==> src/rtl/pit_multi.sv <==
// pit_multi: multi-channel programmable interval timer.
//
// CHANNELS independent WIDTH-bit down-counters share one prescaler tick.
// Each channel is one-shot or repeating; expiry gives a one-cycle pulse on
// expire[i] and sets the sticky pending[i] (write-1-to-clear via ack[i]).
//
// Build option:
//   PIT_PRESCALER_EN defined   -> shared prescaler, tick every prescale+1
//                                 enabled cycles.
//   PIT_PRESCALER_EN undefined -> no prescaler register, tick = enable,
//                                 prescale input is ignored.
//
// Ports:
//   clk, rst_n   clock, synchronous active-low reset
//   enable       global count gate
//   prescale     tick divider (PIT_PRESCALER_EN builds only)
//   cfg_we       configuration write strobe
//   cfg_chan     channel addressed by the write and by rd_count
//   cfg_reload   reload value N (period = N ticks; 0 keeps the channel idle)
//   cfg_mode     bit 0 = run, bit 1 = repeating
//   ack          write-1-to-clear for pending
//   expire       one-cycle expiry pulse per channel
//   pending      sticky expiry flags
//   irq          OR of pending
//   rd_count     current count of channel cfg_chan (0 when out of range)

module pit_multi #(
  parameter int CHANNELS   = 4,
  parameter int WIDTH      = 16,
  parameter int PRESCALE_W = 8,
  parameter int CH_W       = 2
) (
  input  logic                  clk,
  input  logic                  rst_n,
  input  logic                  enable,
  input  logic [PRESCALE_W-1:0] prescale,
  input  logic                  cfg_we,
  input  logic [CH_W-1:0]       cfg_chan,
  input  logic [WIDTH-1:0]      cfg_reload,
  input  logic [1:0]            cfg_mode,
  input  logic [CHANNELS-1:0]   ack,
  output logic [CHANNELS-1:0]   expire,
  output logic [CHANNELS-1:0]   pending,
  output logic                  irq,
  output logic [WIDTH-1:0]      rd_count
);

  logic tick;

`ifdef PIT_PRESCALER_EN
  logic [PRESCALE_W-1:0] pcnt;

  // Free-running: writes never realign it, so the first tick after a write
  // depends on where the prescaler happens to be.
  always_ff @(posedge clk) begin
    if (!rst_n) begin
      pcnt <= '0;
    end else if (enable) begin
      if (pcnt == prescale) pcnt <= '0;
      else                  pcnt <= pcnt + 1'b1;
    end
  end

  assign tick = enable && (pcnt == prescale);
`else
  logic prescale_unused;
  assign prescale_unused = ^prescale;
  assign tick = enable;
`endif

  logic [WIDTH-1:0] count_arr [CHANNELS];

  for (genvar i = 0; i < CHANNELS; i++) begin : g_chan
    logic             wr_hit;
    logic             expiry;
    logic [WIDTH-1:0] cnt_q;
    logic [WIDTH-1:0] rld_q;
    logic             run_q;
    logic             rep_q;
    logic             exp_q;
    logic             pend_q;

    // Out-of-range cfg_chan values match no channel, so those writes drop.
    assign wr_hit = cfg_we && (cfg_chan == CH_W'(i));

    // A write on the same edge pre-empts the expiry entirely.
    assign expiry = tick && run_q && (cnt_q == WIDTH'(1)) && !wr_hit;

    always_ff @(posedge clk) begin
      if (!rst_n) begin
        cnt_q <= '0;
        rld_q <= '0;
        run_q <= 1'b0;
        rep_q <= 1'b0;
        exp_q <= 1'b0;
      end else begin
        exp_q <= expiry;
        if (wr_hit) begin
          rld_q <= cfg_reload;
          cnt_q <= cfg_reload;
          run_q <= cfg_mode[0] && (cfg_reload != '0);
          rep_q <= cfg_mode[1];
        end else if (tick && run_q) begin
          if (cnt_q > WIDTH'(1)) begin
            cnt_q <= cnt_q - 1'b1;
          end else if (expiry) begin
            if (rep_q) begin
              cnt_q <= rld_q;
            end else begin
              cnt_q <= '0;
              run_q <= 1'b0;
            end
          end
        end
      end
    end

    // Set beats ack when both land on the same edge.
    always_ff @(posedge clk) begin
      if (!rst_n)      pend_q <= 1'b0;
      else if (expiry) pend_q <= 1'b1;
      else if (ack[i]) pend_q <= 1'b0;
    end

    assign expire[i]    = exp_q;
    assign pending[i]   = pend_q;
    assign count_arr[i] = cnt_q;
  end

  assign irq = |pending;

  always_comb begin
    rd_count = '0;
    for (int i = 0; i < CHANNELS; i++) begin
      if (cfg_chan == CH_W'(i)) rd_count = count_arr[i];
    end
  end

endmodule

==> config.mk <==
export PLATFORM = sky130hd
export DESIGN_NAME = pit_multi
export DESIGN_NICKNAME = d
export VERILOG_FILES = /design/src/rtl/pit_multi.sv
export SDC_FILE = /design/constraint.sdc
export NUM_CORES = 1
export LEC_CHECK = 0
export BUFFER_PORTS_ARGS = -buffer_cell sky130_fd_sc_hd__buf_4
export CORE_ASPECT_RATIO = 1.5
export CORE_UTILIZATION = 30
export CTS_BUF_LIST = sky130_fd_sc_hd__clkbuf_16
export DETAILED_ROUTE_END_ITERATION = 10
export GPL_ROUTABILITY_DRIVEN = 0
export PLACE_DENSITY = 0.44
export SETUP_SLACK_MARGIN = 0.3
export SLEW_MARGIN = 0
export SYNTH_ARGS = -nofsm -noshare
export SYNTH_HDL_FRONTEND = slang
export SYNTH_SLANG_ARGS = --single-unit
==> constraint.sdc <==
create_clock -name clk -period 2.8 [get_ports clk]
set_clock_uncertainty 0.05 [all_clocks]
set_input_delay 0.56 -clock clk [delete_from_list [all_inputs] [get_ports clk]]
set_output_delay 0.56 -clock clk [all_outputs]
set_load 0.01 [all_outputs]
Yosys cells after proc, flatten, opt, wreduce, memory -nomap -nowiden
Index checks and enable logic that the tools add are counted.
W data, S select, Z words.

word-level totals
  register bits after elaboration = 144
  bits of input ports = 36
  output and inout bits = 25
  logic and storage cells = 147

operators by class
  add/sub/neg operators = 4
  $lt $le $gt $ge = 4
  eq/ne operators = 15
  muxes and demuxes = 52
  reduce and logical (&&, ||, !) cells = 48

operators with widths
  cell                     count
  $mux W16                 24
  $eq A16 B1 Y1 const B    4
  $gt A16 B1 Y1 const B    4
  $sub A16 B1 Y16 const B  4
  $mux W1                  28
  $reduce_bool A2 Y1       12
  $logic_and A1 B1 Y1      17
  $ne A2 B2 Y1 const B     8
  $reduce_and A4 Y1        4
  $reduce_bool A16 Y1      1
  $reduce_bool A3 Y1       4
  $reduce_and A2 Y1        4
  $eq A2 B2 Y1 const B     2
  $logic_not A1 Y1         4
  $reduce_or A4 Y1         1
  $eq A2 B1 Y1 const B     1
  $logic_not A2 Y1         1

Depth between registers and ports, before layout
  word-level depth = 8
  gate-level depth with buffers = 9
  mapped depth without buffers = 8

Least setup slack after synthesis
OpenSTA, ideal clock, no wires.

  path type = in2out
  from = in cfg_chan[0]
  to = out rd_count[10]
  arrival = 1.876 ns
  required time = 2.190 ns
  setup slack = 0.314 ns
  cell stages on the path = 3
  buffers on the path = 2
  cell sequence = buf_1 -> buf_2 -> mux4_2

on the way
  cells in the longest elaborated chain, start to end = 5
  elaborated cells on any way between the ends = 8
  classes of those cells = eq/ne (3); mux (4); reduce/logical (1)

ends and longest elaborated chain
  item                    line  RTL
  from (decl)             38    input logic [CH_W-1:0] cfg_chan,
  $logic_not A2 Y1        135   if (cfg_chan == CH_W'(i)) rd_count = count_arr[i];
  $mux W16 (3 in series)  135
  $mux W16 (*)            135
  to (decl)               45    output logic [WIDTH-1:0] rd_count

Mark *: on every way between the ends. The rest lies on a longest branch, timed or not.

Worst setup path in the final report
  from = reg g_chan[0].cnt_q[4]
  to = reg g_chan[0].cnt_q[1]

on the way
  cells in the longest elaborated chain, start to end = 5
  elaborated cells on any way between the ends = 9
  classes of those cells = order compare (1); eq/ne (1); mux (3); reduce/logical (4)

ends and longest elaborated chain
  item                                                                   line  RTL
  from (decl)                                                            76    logic [WIDTH-1:0] cnt_q;
  from (signal assigned)                                                 100   cnt_q <= cfg_reload;
  from (signal assigned)                                                 105   cnt_q <= cnt_q - 1'b1;
  from (signal assigned)                                                 108   cnt_q <= rld_q;
  parallel branches: the longest is 5 deep, another holds $gt A16 B1 Y1  n/a

Several ways; the timed one is not identified. The select of a mux whose other input is x is not followed.
A chain may end at the register's enable or synchronous reset.

==> flow_metrics.tcl <==
set metrics [dict create \
    status "complete, no violations" \
    grtUsageTotal 0.249 \
    via_per_inst 5.76 \
    ant_nets 0 \
    worstPathCellList "or3_4, or4_4, nor3_4, buf_4, nor2_1, a311oi_1, o32ai_1" \
    grt_max_degree 56 \
    post-route-min-period_ns 2.35 \
    cts_max_level 4 \
    overflow 0 \
    cts_setup_buffers 0 \
    cp_num_buf_inv 1 \
    irDropWorstVdd_mv 0.472 \
    crit_path_end_kind "flop" \
    routed-via-count 8365 \
    slew_headroom 0.503 \
    final_cell_mix "217 x nand2_1, 144 x dfxtp_1, 125 x a21oi_1, 109 x buf_4, 73 x nor2_1" \
    async_flop_share 0 \
    cp_data_arrival_time_ns 2.60 \
    grt_pass1_vias 8153 \
    period_share 0.838 \
    syn_to_final_growth_pct 15.8 \
    clock.fmax_ghz 0.426 \
    avgSynthCellArea_um2 7.72 \
    final.setup.worst_slack_ns 0.454 \
    layout_commonest_cell "nand2_1" \
    synth_cell_types 80 \
    start_util 0.307 \
    slowest_delay_ns 0.45 \
    worstPathRequired_ns 3.06 \
    final_util 0.356 \
    rsz0062_at_grt "yes" \
    worstSkewPairLatency_ns 0.45 \
    die_h_um 205 \
    cts_max_path_buffers 2 \
    ys_seq_area_frac 0.350 \
    setup_violations 0 \
    hold_viol_final 0 \
    cpLargestDelayFamily "simple AND/OR/NAND/NOR gates" \
    power-per-cell-area_nw_per_um2 655 \
    max_cap_violations 0 \
    clk_transition_reported_paths_ns 0.06 \
    cts_buffers 17 \
    coreArea_um2 26800 \
    syn-num-nets 1110 \
    dp_slack_ns 0.292 \
    hold_path.class "in -> reg" \
    tightest_slew_ns 0.735 \
    finalMaxSlewViolations 0 \
    synth-seq-cells 144 \
    drive_gt1_frac 0.166 \
    p_leak_nw 3.57 \
    io_pins 61 \
    dp.cells 1423 \
    syn_inst 1066 \
    synth_area_um2 8230 \
    port_buffers 52 \
    clock-sinks 144 \
    grt_pass1_wl_um 51300 \
    placementRows 73 \
    synth_edf_count 0 \
    drc_errors 0 \
    p_total_w 0.00624 \
    path_class "reg -> reg" \
    nets 1149 \
    dp_hpwl_um 23100 \
    drtIter0Drc 664 \
    first_pass_iters 5 \
    worst_setup_path_start_kind "flop" \
    fin_cells 1453 \
    dieArea_um2 28100 \
    cts_root_buf "clkbuf_16" \
    ys.flop_type "dfxtp_1" \
    wl_per_cell_um 22.8 \
    yosysWarnings 0 \
    ctsHoldBuffers 0 \
    crit_fanout 19 \
    drt_wl_total_um 33200 \
    num_antenna_cells 0 \
    tritoncts "done" \
    tns_ns 0 \
    antenna_found_initial 0 \
    die_x_um 137 \
    cp_slowest_cell "or4_4" \
]
[final cells by class]
| cell class | count | area, um2 |
|---|---|---|
| multi-input cells | 816 | 4850 |
| inverters | 17 | 65.1 |
| flip-flops and latches | 144 | 2880 |
| well taps | 337 | 422 |
| fillers | 2904 | 17200 |
| clock inverters | 13 | 61.3 |
| clock buffers | 17 | 425 |
| repair buffers | 109 | 818 |
[synth_stat cells, drive strengths merged (3+ instances only)]
| library cell | instances | area (um2) |
|---|---|---|
| or2 | 5 | 31.3 |
| nor3 | 28 | 156 |
| nor3b | 9 | 77.6 |
| a32oi | 3 | 26.3 |
| buf | 34 | 216 |
| and3 | 20 | 126 |
| a21oi | 126 | 631 |
| nor2b | 4 | 25.0 |
| ha | 8 | 100 |
| or3 | 9 | 61.3 |
| dfxtp | 144 | 2880 |
| xor2 | 10 | 87.6 |
| o211ai | 14 | 110 |
| and4 | 3 | 26.3 |
| a31oi | 20 | 125 |
| a21o | 4 | 31.3 |
| nand3 | 45 | 225 |
| o32ai | 10 | 87.6 |
| o21a | 4 | 31.3 |
| or4 | 5 | 48.8 |
| mux4 | 16 | 364 |
| nor4 | 21 | 180 |
| clkbuf | 55 | 262 |
| and2 | 5 | 31.3 |
| o2111ai | 3 | 26.3 |
| nor2 | 76 | 288 |
| inv | 16 | 60.1 |
| o31ai | 9 | 67.6 |
| a311oi | 13 | 114 |
| o311ai | 6 | 60.1 |
| a41oi | 3 | 26.3 |
| o21ai | 54 | 270 |
| o221ai | 4 | 35.0 |
| nand3b | 5 | 37.5 |
| nand4 | 7 | 43.8 |
| nor4b | 3 | 26.3 |
| a32o | 6 | 60.1 |
| a22oi | 3 | 22.5 |
| nand2b | 3 | 18.8 |
| o311a | 3 | 30.0 |
| nand2 | 217 | 815 |
| xnor2 | 12 | 105 |
[worst paths after layout]
kind | startpoint | to | slack, ns | cells past startpoint
worst max-delay path | g_chan[0].cnt_q[4] | g_chan[0].cnt_q[1] | 0.45 | 7
worst min register to register | g_chan[1].rld_q[10] | g_chan[1].rld_q[10] | 0.40 | 2
worst min-delay path | ack[0] | g_chan[0].pend_q | 0.32 | 3
worst max register to register | g_chan[0].cnt_q[4] | g_chan[0].cnt_q[1] | 0.45 | 7
[worst min-delay path: stages]
cell and delay [ns]:
buf_4 0.07, nand2b_1 0.08, a21oi_1 0.06
[flip-flops by register name (all words and copies together) (netlist names)]
name           cells
g_chan.exp_q       4
g_chan.run_q       4
g_chan.cnt_q      64
g_chan.pend_q      4
g_chan.rep_q       4
g_chan.rld_q      64
[routing by layer]
metal,track usage,share of wire,vias to the layer above
li1,-,-,3945
met2,0.421,0.49,278
met3,0.0401,0.049,54
met5,0,0,-
met4,0.101,0.032,0
met1,0.311,0.43,4088
[report_power, final]
| part | switching, W | internal, W |
|---|---|---|
| Combinational | 0.00119 | 0.000763 |
| Sequential | 0.000141 | 0.00215 |
| Clock | 0.000917 | 0.00109 |
[timing repair]
action	4_1_cts	5_1_grt
cloned	0	0
setup endpoints to repair	3	13
pin swaps	0	1
gates resized for setup	2	5
[stage by stage]
stage | area [um2] | hold slack [ns]
finish | 9530 | 0.321
global route | 9530 | 0.373
CTS | 9500 | 0.307
detailed placement | 9000 | 0.395
global placement | 9000 | 0.390
floorplan | 8230 | 0.382
[cell families after synthesis]
| logic type | count (synthesis) | synth area share |
|---|---|---|
| AOI/OAI and AO/OA | 301 | 0.230 |
| xor gates and xnor gates | 22 | 0.0234 |
| adders and majority gates | 8 | 0.0122 |
| buffers and inverters | 106 | 0.0658 |
| DFF | 144 | 0.350 |
| muxes | 17 | 0.0456 |
| and+or+nand+nor | 468 | 0.273 |
(Power assumes the default switching activity.)
